File: src/rtl/bwt_arb_pkg.sv
// rtl/bwt_arb_pkg.sv - shared constants, FSM encoding and helpers for the BWT request arbiter
package bwt_arb_pkg;

    localparam logic SRC_F = 1'b0;
    localparam logic SRC_B = 1'b1;
    localparam logic KL_K  = 1'b0;
    localparam logic KL_L  = 1'b1;

    typedef enum logic [1:0] {
        IDLE   = 2'd0,
        SEND_K = 2'd1,
        SEND_L = 2'd2
    } arb_state_t;

    function automatic int entry_width(input int addr_w, input int rn_w);
        return 2 * addr_w + rn_w;
    endfunction

    // Round-robin pick: on a tie the source that was not served last wins.
    function automatic logic pick_src(input logic ne_f, input logic ne_b, input logic rr_last);
        if (ne_f && ne_b) begin
            return ~rr_last;
        end
        return (ne_b && !ne_f) ? SRC_B : SRC_F;
    endfunction

endpackage

File: src/rtl/bwt_req_fifo.sv
// rtl/bwt_req_fifo.sv - synchronous FIFO with occupancy count and head/next-head peek
module bwt_req_fifo #(
    parameter int W     = 8,
    parameter int DEPTH = 4,
    parameter int CW    = $clog2(DEPTH) + 1
) (
    input  logic          clk,
    input  logic          rst,
    input  logic          push,
    input  logic [W-1:0]  push_data,
    input  logic          pop,
    output logic [W-1:0]  head,
    output logic [W-1:0]  next_head,
    output logic [CW-1:0] count,
    output logic [CW-1:0] count_next
);
    localparam int AW = $clog2(DEPTH);
    localparam logic [CW-1:0] FULL_CNT = CW'(DEPTH);

    logic [W-1:0]  mem [DEPTH];
    logic [AW-1:0] wr_ptr;
    logic [AW-1:0] rd_ptr;
    logic          wr_en;
    logic          rd_en;

    // A push into a full FIFO is dropped even if a pop happens on the same edge.
    assign wr_en      = push && (count != FULL_CNT);
    assign rd_en      = pop && (count != '0);
    assign count_next = count + CW'(wr_en) - CW'(rd_en);
    assign head       = mem[rd_ptr];
    assign next_head  = mem[rd_ptr + AW'(1)];

    always_ff @(posedge clk) begin
        if (wr_en) begin
            mem[wr_ptr] <= push_data;
        end
    end

    always_ff @(posedge clk or negedge rst) begin
        if (!rst) begin
            wr_ptr <= '0;
            rd_ptr <= '0;
            count  <= '0;
        end else begin
            if (wr_en) wr_ptr <= wr_ptr + AW'(1);
            if (rd_en) rd_ptr <= rd_ptr + AW'(1);
            count <= count_next;
        end
    end

endmodule

File: src/rtl/bwt_req_arbiter.sv
// rtl/bwt_req_arbiter.sv - round-robin arbiter serialising forward/backward k/l requests onto one memory port
module bwt_req_arbiter
    import bwt_arb_pkg::*;
#(
    parameter int ADDR_W = 42,
    parameter int RN_W   = 9,
    parameter int DEPTH  = 4
) (
    input  logic              clk,
    input  logic              rst,
    input  logic              req_valid_f,
    input  logic [ADDR_W-1:0] addr_k_f,
    input  logic [ADDR_W-1:0] addr_l_f,
    input  logic [RN_W-1:0]   read_num_f,
    input  logic              req_valid_b,
    input  logic [ADDR_W-1:0] addr_k_b,
    input  logic [ADDR_W-1:0] addr_l_b,
    input  logic [RN_W-1:0]   read_num_b,
    output logic              stall_f,
    output logic              stall_b,
    output logic              mem_req_valid,
    input  logic              mem_req_ready,
    output logic [ADDR_W-1:0] mem_req_addr,
    output logic [RN_W+1:0]   mem_req_tag,
    output logic [1:0]        overflow_err,
    output logic              arb_idle
);
    localparam int EW = entry_width(ADDR_W, RN_W);
    localparam int CW = $clog2(DEPTH) + 1;
    localparam logic [CW-1:0] FULL_CNT  = CW'(DEPTH);
    localparam logic [CW-1:0] STALL_CNT = CW'(DEPTH - 1);

    logic [EW-1:0] head_f, head_b, next_f, next_b, ent;
    logic [CW-1:0] count_f, count_b, count_next_f, count_next_b;
    logic          pop_f, pop_b, ne_f, ne_b, post_f, post_b, sel;

    arb_state_t        state_q, state_d;
    logic              src_q, src_d, kl_q, kl_d, valid_q, valid_d, rr_q, rr_d;
    logic [ADDR_W-1:0] addr_q, addr_d;
    logic [RN_W-1:0]   rn_q, rn_d;

    bwt_req_fifo #(.W(EW), .DEPTH(DEPTH), .CW(CW)) u_fifo_f (
        .clk(clk), .rst(rst), .push(req_valid_f),
        .push_data({addr_k_f, addr_l_f, read_num_f}), .pop(pop_f),
        .head(head_f), .next_head(next_f), .count(count_f), .count_next(count_next_f)
    );

    bwt_req_fifo #(.W(EW), .DEPTH(DEPTH), .CW(CW)) u_fifo_b (
        .clk(clk), .rst(rst), .push(req_valid_b),
        .push_data({addr_k_b, addr_l_b, read_num_b}), .pop(pop_b),
        .head(head_b), .next_head(next_b), .count(count_b), .count_next(count_next_b)
    );

    assign ne_f          = (count_f != '0);
    assign ne_b          = (count_b != '0);
    assign mem_req_valid = valid_q;
    assign mem_req_addr  = addr_q;
    assign mem_req_tag   = {src_q, kl_q, rn_q};
    assign arb_idle      = !ne_f && !ne_b && (state_q == IDLE);

    always_comb begin
        state_d = state_q;
        src_d   = src_q;
        kl_d    = kl_q;
        addr_d  = addr_q;
        rn_d    = rn_q;
        valid_d = valid_q;
        rr_d    = rr_q;
        pop_f   = 1'b0;
        pop_b   = 1'b0;
        post_f  = ne_f;
        post_b  = ne_b;
        sel     = SRC_F;
        ent     = head_f;
        case (state_q)
            IDLE: begin
                if (ne_f || ne_b) begin
                    sel     = pick_src(ne_f, ne_b, rr_q);
                    ent     = sel ? head_b : head_f;
                    addr_d  = ent[EW-1 -: ADDR_W];
                    rn_d    = ent[RN_W-1:0];
                    src_d   = sel;
                    kl_d    = KL_K;
                    valid_d = 1'b1;
                    state_d = SEND_K;
                end
            end
            SEND_K: begin
                if (mem_req_ready) begin
                    ent     = src_q ? head_b : head_f;
                    addr_d  = ent[RN_W +: ADDR_W];
                    kl_d    = KL_L;
                    state_d = SEND_L;
                end
            end
            SEND_L: begin
                if (mem_req_ready) begin
                    pop_f  = (src_q == SRC_F);
                    pop_b  = (src_q == SRC_B);
                    rr_d   = src_q;
                    post_f = (src_q == SRC_F) ? (count_f > CW'(1)) : ne_f;
                    post_b = (src_q == SRC_B) ? (count_b > CW'(1)) : ne_b;
                    if (post_f || post_b) begin
                        // Re-serving the popped source means its second entry is the new head.
                        sel     = pick_src(post_f, post_b, src_q);
                        ent     = (sel == src_q) ? (sel ? next_b : next_f)
                                                 : (sel ? head_b : head_f);
                        addr_d  = ent[EW-1 -: ADDR_W];
                        rn_d    = ent[RN_W-1:0];
                        src_d   = sel;
                        kl_d    = KL_K;
                        state_d = SEND_K;
                    end else begin
                        valid_d = 1'b0;
                        state_d = IDLE;
                    end
                end
            end
            default: begin
                valid_d = 1'b0;
                state_d = IDLE;
            end
        endcase
    end

    always_ff @(posedge clk or negedge rst) begin
        if (!rst) begin
            state_q      <= IDLE;
            src_q        <= SRC_F;
            kl_q         <= KL_K;
            addr_q       <= '0;
            rn_q         <= '0;
            valid_q      <= 1'b0;
            rr_q         <= SRC_B;
            stall_f      <= 1'b0;
            stall_b      <= 1'b0;
            overflow_err <= 2'b00;
        end else begin
            state_q      <= state_d;
            src_q        <= src_d;
            kl_q         <= kl_d;
            addr_q       <= addr_d;
            rn_q         <= rn_d;
            valid_q      <= valid_d;
            rr_q         <= rr_d;
            stall_f      <= (count_next_f >= STALL_CNT);
            stall_b      <= (count_next_b >= STALL_CNT);
            overflow_err <= overflow_err | {req_valid_b && (count_b == FULL_CNT),
                                            req_valid_f && (count_f == FULL_CNT)};
        end
    end

endmodule

File: config.mk
export PLATFORM = sky130hd
export DESIGN_NAME = bwt_req_arbiter
export DESIGN_NICKNAME = d
export VERILOG_FILES = /design/src/rtl/bwt_arb_pkg.sv /design/src/rtl/bwt_req_fifo.sv /design/src/rtl/bwt_req_arbiter.sv
export SDC_FILE = /design/constraint.sdc
export NUM_CORES = 1
export LEC_CHECK = 0
export ABC_AREA = 0
export BUFFER_PORTS_ARGS = -buffer_cell sky130_fd_sc_hd__buf_2
export CORE_ASPECT_RATIO = 1.2
export CORE_MARGIN = 1.5
export CORE_UTILIZATION = 30
export CTS_CLUSTER_DIAMETER = 200
export DETAILED_ROUTE_END_ITERATION = 8
export PLACE_DENSITY_LB_ADDON = 0.3
export SLEW_MARGIN = 20
export SYNTH_ARGS = -nofsm -noshare
export SYNTH_HDL_FRONTEND = slang
export SYNTH_SLANG_ARGS = --single-unit
export TNS_END_PERCENT = 5
File: constraint.sdc
create_clock -name clk -period 5.3 [get_ports clk]
set_clock_uncertainty 0.15 [all_clocks]
set_input_delay 0.795 -clock clk [delete_from_list [all_inputs] [get_ports clk]]
set_output_delay 0.795 -clock clk [all_outputs]
set_load 0.02 [all_outputs]
==> results by group, run 1 <==
Critical path
  – Crit-path max FO: 8
  – CP required: about 4.4 ns
  – Critical Path Sink Type: primary output
  – CP bufs+invs: 2
  – Crit path cell chain: nor3_1 > nand3_1 > inv_1 > buf_2
  – CP delay by family, top: simple AND/OR/NAND/NOR gates
  – Startpoint class of the critical path: flip-flop
  – Critical path type: flip-flop to primary output
  – Worst path slowest cell: nor3_1
  – CP arrival: 2.54 ns
  – CP max stage delay: around 0.57 ns

Power and ir drop
  – Maximum vdd ir drop: roughly 0.48 mV
  – Power Density: a little over 600 mW/mm^2
  – Leakage: approximately 15 nW
  – Power consumption: ~0.026 W

Placement
  – Placed cell count: just under 4,000
  – Port bufs: 249
  – HPWL Detailed: 63,300 microns
  – GPL Wtd Cong: 0.789

Synthesis
  – Mapped Area: between 0.03 and 0.04 sq mm
  – Post-synth top area share: 61.4%
  – Post-Syn Nets: approximately 2,400
  – Synthesized area per cell: roughly 17 sq um
  – FFs w/ async S/R, synth: under 10%
  – Commonest cells post-synth: edfxtp_1 (744), mux2i_1 (285), a21oi_1 (182)
  – EDFF count, synth: ~740
  – Unique masters post-synth: 52
  – Largest cells by area after synthesis: edfxtp_1 (61%), mux2i_1 (7.8%), mux4_2 (6.4%)
  – YS warnings: 0
  – Area leader, netlist: edfxtp_1
  – Syn Inst Count: about 2,200
  – Sequential-to-total area share from yosys stat: approximately two thirds
  – Most frequent cell after synthesis: edfxtp_1
  – Synthesized flop and latch total: ~820
  – Synth Flop Type: edfxtp_1

STA
  – Final max-slew violation count: 0
  – Worst Tran Pin Value: 1.07 ns
  – RSZ-0062 raised after global routing: no
  – Setup violators final: 0
  – Fin crit period: between 3 and 4 ns
  – Slew HR: 28.7%
  – Setup TNS: 0 ns
  – Crit share post-route: ~66%
  – Fin. Hold Viols: 0
  – Fmax: 0.287 GHz

CTS
  – CTS Buf Count: 87
  – Clk root buf: clkbuf_16
  – H-tree levels: 3
  – Clock-pin slew on the worst setup and hold paths: about 0.060 ns
  – Clock latency on the worst-skew pair: between 0.7 and 0.8 ns
  – TritonCTS clock tree: built
  – Clock sinks: between 800 and 900
  – CTS Buffer Depth: 3

Cells and area
  – Reg area: around 0.024 sq mm
  – Layout fillers: 11,313
  – Nets: 2,648
  – Final std cells w/o fill: about 4,000
  – Fraction of layout cells with a size suffix above 1: 30.9%
  – Final Core Density: a little over a third
  – Multi-input logic area: around 0.011 sq mm
  – Synth-to-Final Area Change: 16.5%

Global route
  – All-Layer GR Usage: between 15 and 20%
  – Pin count of the biggest net entering global routing: 94
  – First-pass GRT wire length: around 150,000 microns
  – Vias in the first global route: between 20,000 and 25,000
  – Grt total ovfl: 0
  – Initial antenna violation count: between 40 and 50

Route
  – Vias per cell: just over 5
  – Routed wire length: around 100,000 microns
  – WL/cell: between 20 and 30 microns
  – Initial drt markers: around 1,400
  – 1st-pass router iterations: 5
  – ANT nets after route: 0
  – DR vias: ~21,000
  – Drt drc: 0

Die
  – Starting density of the core: a little under a third
  – I/O pin total: 250
  – # rows: around 140
  – Die H: between 300 and 400 microns
  – Die W: 321 microns
  – Die footprint: 0.123 sq mm
  – Core ar.: ~0.12 sq mm

Outcome
  – Status: finished, final reports clean

Worst hold path
  – Worst min path class: input port to flip-flop

Flow run
  – Max Cap Viol: 0
[placed cells by master (no fill, tap or decap), drive strengths merged, types with 10 or more instances in the layout]
| master | instances |
|---|---|
| a22oi | 41 |
| edfxtp | 744 |
| nand2 | 79 |
| inv | 25 |
| dfrtp | 74 |
| a22o | 11 |
| a21oi | 183 |
| nor3b | 42 |
| mux2 | 176 |
| buf | 299 |
| clkbuf | 117 |
| o31ai | 43 |
| diode | 10 |
| nor2 | 94 |
| mux4 | 104 |
| ha | 19 |
| o21ai | 17 |
| clkinv | 33 |
| a221o | 41 |
| mux2i | 285 |
[power by group]
group / total (W) / internal, W / switching (W)
Clock: 0.00618 / 0.00357 / 0.00261
Combinational: 0.0108 / 0.00429 / 0.00650
Sequential: 0.00949 / 0.00861 / 0.000878
[per-layer routing]
layer	track usage (%)	share of wire, %
met3	3.97	5.8
met2	30.3	53
met1	19.1	39
met4	5.32	2.7
met5	0	0.20
[path summary, 6_finish.rpt]
check                      slack (ns)                  to              start  cells past startpoint
max in group asynchronous        3.16  u_fifo_f.rd_ptr[1]                rst                      3
min                              0.15  u_fifo_f.mem[2][5]      read_num_f[5]                      1
min reg2reg                      0.31     overflow_err[1]    overflow_err[1]                      1
min in group asynchronous        0.55     mem_req_addr[3]                rst                      2
max reg2reg                      1.94    mem_req_addr[37]  u_fifo_b.count[1]                      9
max                              1.81            arb_idle  u_fifo_b.count[0]                      4
[area by class of cell]
class	instances	area share, %
Tap cell	1551	4.57
Timing Repair Buffer	300	4.32
Multi-Input combinational cell	1207	26.9
Sequential cell	819	57.1
Antenna cell	10	0.0590
Clock inverter	45	1.18
Clock buffer	117	5.69
Inverter	21	0.195
[registers in the layout, summed over array words and instances, names as in the netlist, 2 cells and up]
signal	count
u_fifo_b.mem	372
u_fifo_f.mem	372
mem_req_addr	42
rn_q	9
u_fifo_b.count	3
u_fifo_f.count	3
overflow_err	2
state_q	2
u_fifo_b.rd_ptr	2
u_fifo_b.wr_ptr	2
u_fifo_f.rd_ptr	2
u_fifo_f.wr_ptr	2
[kinds of logic (layout without fill, tap and decap cells)]
family | Yosys count | count (layout) | share of synthesized area, %
flops | 819 | 819 | 66.5
mux | 565 | 565 | 19.7
compound gates | 368 | 368 | 7.20
simple gates | 243 | 243 | 3.14
buf+inv | 178 | 483 | 2.40
fa+ha+maj | 21 | 21 | 0.763
xor+xnor | 10 | 10 | 0.241
other cells | 0 | 10 | 0
[through the flow]
step	hold WS, ns	setup slack [ns]	cell area (sq um)
floorplan	0.289	1.30	36400
global placement	0.304	1.98	39500
detailed placement	0.298	1.99	39500
CTS	0.0838	1.76	42400
global route	0.101	1.68	42400
finish	0.148	1.81	42400
[worst register-to-register path, stage by stage, from the launching register on]
cell       delay, ns
dfrtp_1         0.51
inv_1           0.12
ha_1            0.25
nor2b_1         0.11
o21ai_0         0.15
nand3_4         0.36
buf_4           0.89
nor2_1          0.12
a2111oi_0       0.44
o31ai_1         0.12
[repair_timing]
action,CTS,global route
buffers inserted,0,0
hold buffers,1,0
gates resized for setup,0,0
hold endpoints to repair,20,0
Power figures use the tool's default switching activity.
==> inputs of run 2 (changes only) <==
Clock period 5.3 ns to 3.05 ns, I/O delays scaled along.
==> run 2 against run 1 <==
Global-route usage up 0.22 points. Worst setup slack worse by 1.7 ns. Final cell count up 6.0%. Critical path type is now flip-flop to flip-flop. Critical endpoint is now stall_b. Largest cell class unchanged. Largest power group unchanged. Highest routed layer unchanged.
==> results by group, run 2 (synthesized netlist as in run 1, its figures left out) <==
Outcome
  – Status: finished, final reports clean (unchanged)

Die
  – Core ar.: 0.120 sq mm (unchanged)
  – I/O pin total: 250 (unchanged)
  – Die footprint: 0.123 sq mm (unchanged)
  – Starting density of the core: 30.3% (unchanged)
  – Die H: 385 microns (unchanged)
  – # rows: 139 (unchanged)
  – Die W: 321 microns (unchanged)

Placement
  – GPL Wtd Cong: 0.760 (was 0.789)
  – Port bufs: 249 (unchanged)
  – Placed cell area: 0.0402 sq mm (was 0.0395 sq mm)
  – Dpl ws: 0.168 ns (was 1.99 ns)
  – HPWL Detailed: 65,600 microns (was 63,300 microns)

Critical path
  – Worst R2R Setup Slack: 0.15 ns (was 1.94 ns)
  – Reg-to-reg critical path endpoint: stall_b (was mem_req_addr[37])
  – CP required: 3.43 ns (was 4.36 ns)
  – Crit path cell chain: inv_1 > ha_1 > nand3_1 > nor2_1 > ha_1 > inv_1 > ha_1 > inv_1 > fa_1 > xor2_1 > a21o_1 (was nor3_1 > nand3_1 > inv_1 > buf_2)
  – CP arrival: 3.29 ns (was 2.54 ns)
  – Worst R2R Path Depth: 11 (was 9)
  – Crit-path max FO: 4 (was 8)
  – CP max stage delay: 0.42 ns (was 0.57 ns)
  – Reg-to-Reg Start: state_q[0] (was u_fifo_b.count[1])
  – Worst path slowest cell: dfrtp_1 (was nor3_1)
  – Critical Path Sink Type: flip-flop (was primary output)
  – Startpoint class of the critical path: flip-flop (unchanged)
  – Critical path type: flip-flop to flip-flop (was flip-flop to primary output)

Cells and area
  – Commonest cells after routing, fill and taps aside: edfxtp_1 (744), mux2i_1 (285), buf_2 (248), dlygate4sd3_1 (190), a21oi_1 (181) (was edfxtp_1 (744), mux2i_1 (285), buf_2 (248), a21oi_1 (181), mux2_2 (176))
  – Fraction of layout cells with a size suffix above 1: 30.5% (was 30.9%)
  – Final Core Density: 37.5% (was 35.3%)
  – Synth-to-Final Area Change: 23.6% (was 16.5%)
  – Nets: 2,891 (was 2,648)
  – Commonest non-fill, non-tap cell in the layout: edfxtp_1 (unchanged)
  – Fin area: 0.0450 sq mm (was 0.0424 sq mm)

CTS
  – Clk root buf: clkbuf_16 (unchanged)
  – Clock latency on the worst-skew pair: 0.68 ns (was 0.71 ns)
  – Clock sinks: 819 (unchanged)
  – H-tree levels: 3 (unchanged)
  – Setup Fix Bufs, Post-CTS: 0 (unchanged)
  – CTS Buffer Depth: 3 (unchanged)
  – TritonCTS clock tree: built (unchanged)
  – Clock-pin slew on the worst setup and hold paths: 0.06 ns (about the same)
  – CTS Buf Count: 87 (unchanged)

Global route
  – Most Used Layer, Global Route: met2 (unchanged)
  – Pin count of the biggest net entering global routing: 76 (was 94)
  – Grt total ovfl: 0 (unchanged)
  – Vias in the first global route: 23,204 (was 21,853)
  – Initial antenna violation count: 22 (was 47)
  – GRT met2 Usage: 29.4% (was 30.3%)
  – Met3 Usage GRT: 3.60% (was 3.97%)
  – Met1 Use GR: 20.2% (was 19.1%)
  – First-pass GRT wire length: 152,000 microns (was 149,000 microns)
  – All-Layer GR Usage: 16.9% (was 16.6%)

Route
  – Routed wire length: 105,000 microns (was 103,000 microns)
  – 1st-pass router iterations: 5 (unchanged)
  – ANT nets after route: 0 (unchanged)
  – Drt drc: 0 (unchanged)
  – WL/cell: 24.3 microns (was 25.4 microns)
  – Vias per cell: 5.04 (was 5.12)
  – DR vias: 21,757 (was 20,846)
  – Initial drt markers: 1,500 (was 1,440)

STA
  – Slew HR: 49.2% (was 28.7%)
  – Fin. Hold Viols: 0 (unchanged)
  – Setup violators final: 0 (unchanged)
  – Setup ws final: 0.147 ns (was 1.81 ns)
  – RSZ-0062 raised after global routing: no (unchanged)
  – Worst Tran Pin Value: 0.762 ns (was 1.07 ns)
  – Fin crit period: between 2 and 3 ns
  – Crit share post-route: roughly 95%
  – Fmax: approximately 0.34 GHz
  – Final max-slew violation count: 0 (unchanged)

Worst hold path
  – Worst min path class: input port to asynchronous set/reset pin (was input port to flip-flop)

Power and ir drop
  – Power consumption: 0.0470 W (was 0.0265 W)
  – Maximum vdd ir drop: 0.881 mV (was 0.477 mV)
  – Power Density: 1040 mW/mm^2 (was 624 mW/mm^2)
  – Leakage: 15.9 nW (was 14.8 nW)

Flow run
  – Max Cap Viol: 0 (unchanged)
==> run 2: cell types whose count changed in the layout (fill, tap and decap cells not counted), sizes merged <==
cell	change
dlygate4sd3	+189
buf	+54
diode	+1
clkbuf	-20
inv	+3
clkinv	+10
clkinvlp	+6
==> run 2: stage by stage <==
stage | hold slack (ns) | setup TNS, ns | instances
2_1_floorplan | 0.0119 | -414.31 | 2204
3_3_place_gp | 0.305 | 0 | 3951
3_5_place_dp | 0.304 | 0 | 3951
4_1_cts | 0.226 | 0 | 4302
5_1_grt | 0.200 | 0 | 4312
6_report | 0.193 | 0 | 4313
==> run 2: how the worst max path moves through the flow <==
stage / from / endpoint / slack [ns] / cells after the start
6_report: state_q[0] / stall_b / 0.15 / 11
5_1_grt: u_fifo_b.count[0] / arb_idle / 0.003 / 5
4_1_cts: u_fifo_f.count[2] / arb_idle / 0.06 / 4
3_5_place_dp: state_q[0] / stall_b / 0.17 / 11
3_3_place_gp: state_q[0] / stall_b / 0.23 / 11
2_1_floorplan: u_fifo_b.count[0] / u_fifo_b.mem[0][0] / -0.64 / 5
==> run 2: layout make-up <==
type | instances | area (sq um)
Multi-Input combinational cell | 1207 | 11400
Clock buffer | 97 | 2240
Tap cell | 1551 | 1940
Clock inverter | 64 | 598
Timing Repair Buffer | 543 | 4460
Sequential cell | 819 | 24200
Fill cell | 11173 | 75000
Antenna cell | 11 | 27.5
Inverter | 21 | 82.6
==> run 2: worst max-delay path, delay by kind of cell (launching register included) <==
family                   cells  cell delay, ns
flip-flops                   1            0.42
XOR/XNOR                     1            0.19
AND/OR/NAND/NOR              2            0.48
adder cells (fa/ha/maj)      4            1.09
buffers and inverters        3            0.21
AO/OA/AOI/OAI                1            0.21
==> run 2: report_power, final <==
group	internal [W]	switching [W]	leakage [nW]	total, W
logic	0.00834	0.0120	6.79	0.0204
registers	0.0150	0.00118	7.74	0.0161
clock network	0.00595	0.00454	1.38	0.0105
total	0.0292	0.0177	15.9	0.0470
==> run 2: what timing repair did <==
item,4_1_cts,5_1_grt
endpoints found under the setup margin,0,1
gates resized for setup,0,1
hold endpoints to repair,822,0
hold buffers,190,0
==> run 2: layer usage <==
metal / share of wire, % / wire length, microns
met1: 41 / 42500
met2: 51 / 53000
met3: 5.4 / 5660
met4: 3.3 / 3490
met5: 0.10 / 107
==> inputs of run 3 (changes only) <==
Settings changed: BUFFER_PORTS_ARGS -buffer_cell sky130_fd_sc_hd__buf_2 to not set, DONT_BUFFER_PORTS set to 1, SETUP_SLACK_MARGIN set to 0.5.
==> run 3 against run 2 <==
Hold slack got worse by 0.13 ns. First-iteration DRC count decreased by 4.7%. Highest routed layer unchanged. Sequential power increased by 2%. Clock power increased by 4%. Core utilization decreased by 0.73 points. Critical path depth decreased by 3. Critical endpoint is now mem_req_addr[40]. Count of clock-buffer cells in the layout increased by 19. Power increased by 1.5%. Combinational power about the same.
==> results by group, run 3 (synthesized netlist as in run 1, its figures left out) <==
Outcome
  – Status: finished, final reports clean (unchanged)

Route
  – WL/cell: 26.1 microns (was 24.3 microns)
  – Drt drc: 0 (unchanged)
  – DR vias: 20,961 (was 21,757)
  – Initial drt markers: 1,429 (was 1,500)
  – 1st-pass router iterations: 7 (was 5)
  – Routed wire length: 106,000 microns (was 105,000 microns)
  – ANT nets after route: 0 (unchanged)
  – Vias per cell: 5.15 (was 5.04)

STA
  – Fin. Hold Viols: 0 (unchanged)
  – Setup violators final: 0 (unchanged)
  – Final max-slew violation count: 0 (unchanged)
  – RSZ-0062 raised after global routing: yes (was no)
  – Crit share post-route: 83.6% (was 95.2%)
  – Worst Tran Pin Value: 0.590 ns (was 0.762 ns)
  – Setup TNS: 0 ns (unchanged)
  – Fmax: 0.392 GHz (was 0.345 GHz)
  – Slew HR: 60.7% (was 49.2%)
  – Setup ws final: 0.502 ns (was 0.147 ns)
  – Fin crit period: 2.55 ns (was 2.90 ns)

Critical path
  – Worst R2R Setup Slack: 0.50 ns (was 0.15 ns)
  – Crit path cell chain: inv_1 > ha_2 > a21boi_4 > o31ai_4 > buf_12 > or2_2 > nor3b_1 > o31ai_2 (was inv_1 > ha_1 > nand3_1 > nor2_1 > ha_1 > inv_1 > ha_1 > inv_1 > fa_1 > xor2_1 > a21o_1)
  – Worst path slowest cell: or2_2 (was dfrtp_1)
  – Crit path from: u_fifo_b.count[2] (was state_q[0])
  – CP arrival: 2.98 ns (was 3.29 ns)
  – CP required: 3.49 ns (was 3.43 ns)
  – Crit-path max FO: 10 (was 4)
  – Reg-to-Reg Start: u_fifo_b.count[2] (was state_q[0])
  – CP max stage delay: 0.50 ns (was 0.42 ns)
  – Critical Path Sink Type: flip-flop (unchanged)
  – Worst R2R Path Depth: 8 (was 11)
  – Critical path type: flip-flop to flip-flop (unchanged)
  – Startpoint class of the critical path: flip-flop (unchanged)

CTS
  – Clock-pin slew on the worst setup and hold paths: 0.06 ns (about the same)
  – H-tree levels: 3 (unchanged)
  – CTS Buf Count: 89 (was 87)
  – Clock sinks: 819 (unchanged)
  – Clock latency on the worst-skew pair: 0.71 ns (was 0.68 ns)
  – TritonCTS clock tree: built (unchanged)
  – CTS Buffer Depth: 3 (unchanged)
  – Clk root buf: clkbuf_16 (unchanged)

Global route
  – Vias in the first global route: 22,173 (was 23,204)
  – First-pass GRT wire length: 152,000 microns (about the same)
  – Grt total ovfl: 0 (unchanged)
  – Initial antenna violation count: 20 (was 22)
  – All-Layer GR Usage: 17.0% (was 16.9%)
  – Pin count of the biggest net entering global routing: 83 (was 76)

Cells and area
  – Final std cells w/o fill: 4,074 (was 4,313)
  – Nets: 2,653 (was 2,891)
  – Commonest non-fill, non-tap cell in the layout: edfxtp_1 (unchanged)
  – Synth-to-Final Area Change: 21.1% (was 23.6%)
  – Fraction of layout cells with a size suffix above 1: 24.5% (was 30.5%)
  – Commonest cells after routing, fill and taps aside: edfxtp_1 (744), mux2i_1 (285), dlygate4sd3_1 (191), a21oi_1 (179), mux2_2 (176) (was edfxtp_1 (744), mux2i_1 (285), buf_2 (248), dlygate4sd3_1 (190), a21oi_1 (181))

Die
  – Die W: 321 microns (unchanged)
  – Die footprint: 0.123 sq mm (unchanged)
  – Core ar.: 0.120 sq mm (unchanged)
  – # rows: 139 (unchanged)
  – Starting density of the core: 30.3% (unchanged)
  – I/O pin total: 250 (unchanged)
  – Die H: 385 microns (unchanged)

Placement
  – Placed cell count: 3,688 (was 3,951)
  – GPL Wtd Cong: 0.777 (was 0.760)
  – Port bufs: 0 (was 249)
  – Dpl ws: 0.211 ns (was 0.168 ns)
  – HPWL Detailed: 63,500 microns (was 65,600 microns)

Power and ir drop
  – Leakage: 15.0 nW (was 15.9 nW)
  – Power Density: 1080 mW/mm^2 (was 1040 mW/mm^2)
  – Maximum vdd ir drop: 0.692 mV (was 0.881 mV)

Worst hold path
  – Worst min path class: input port to flip-flop (was input port to asynchronous set/reset pin)
  – WHS Path Cells: 5
  – Worst Hold Launch: mem_req_ready

Flow run
  – Max Cap Viol: 0 (unchanged)
-- run 3: metal layers --
layer / vias to the layer above / share of wire, % / GRT usage, %
met2: 602 / 52 / 30.4
met1: 10937 / 40 / 20.1
li1: 9259 / - / -
met3: 145 / 5.6 / 3.63
met4: 18 / 2.2 / 5.42
met5: - / 0.11 / 0
-- run 3: final timing paths --
check	to
min in group asynchronous	rn_q[6]
worst min register to register	state_q[1]
max in group asynchronous	u_fifo_b.rd_ptr[1]
worst min-delay path	u_fifo_f.rd_ptr[1]
worst max register to register	mem_req_addr[40]
worst max-delay path	mem_req_addr[40]
-- run 3: area by class of cell --
type | count | area, sq um
fillers | 11226 | 75900
flip-flops and latches | 819 | 24200
multi-input cells | 1211 | 11500
repair buffers | 299 | 3340
clock buffers | 116 | 2390
well taps | 1551 | 1940
clock inverters | 45 | 551
inverters | 21 | 86.3
diodes | 12 | 30.0
-- run 3: what timing repair did --
action | CTS | global route
resized for setup | 15 | 16
cloned | 4 | 0
pin swaps | 7 | 5
setup endpoints to repair | 57 | 101
hold endpoints to repair | 828 | 0
setup buffers | 11 | 6
hold buffers | 192 | 0
-- run 3: stage by stage --
step / cell area (sq um) / hold slack (ns) / power [W] / util (%)
2_1_floorplan: 36400 / 0.0119 / 0.0297 / -
3_3_place_gp: 38800 / 0.0212 / 0.0354 / 32.4
3_5_place_dp: 38800 / 0.0246 / 0.0361 / 32.4
4_1_cts: 44000 / 0.00270 / 0.0482 / 36.6
5_1_grt: 44100 / 0.0504 / 0.0501 / 36.7
6_report: 44100 / 0.0598 / 0.0477 / 36.7
-- run 3: power breakdown --
group / internal (W) / switching, W / leakage (nW)
Clock: 0.00640 / 0.00449 / 1.43
Sequential: 0.0150 / 0.00152 / 7.74
Combinational: 0.00842 / 0.0119 / 5.85
-- run 3: critical path, delay by kind of cell, from the launching register on --
family                   cells  cell delay [ns]
adder cells (fa/ha/maj)      1             0.23
flip-flops                   1             0.46
buffers and inverters        2             0.29
AND/OR/NAND/NOR              2             0.86
AO/OA/AOI/OAI                3             0.46
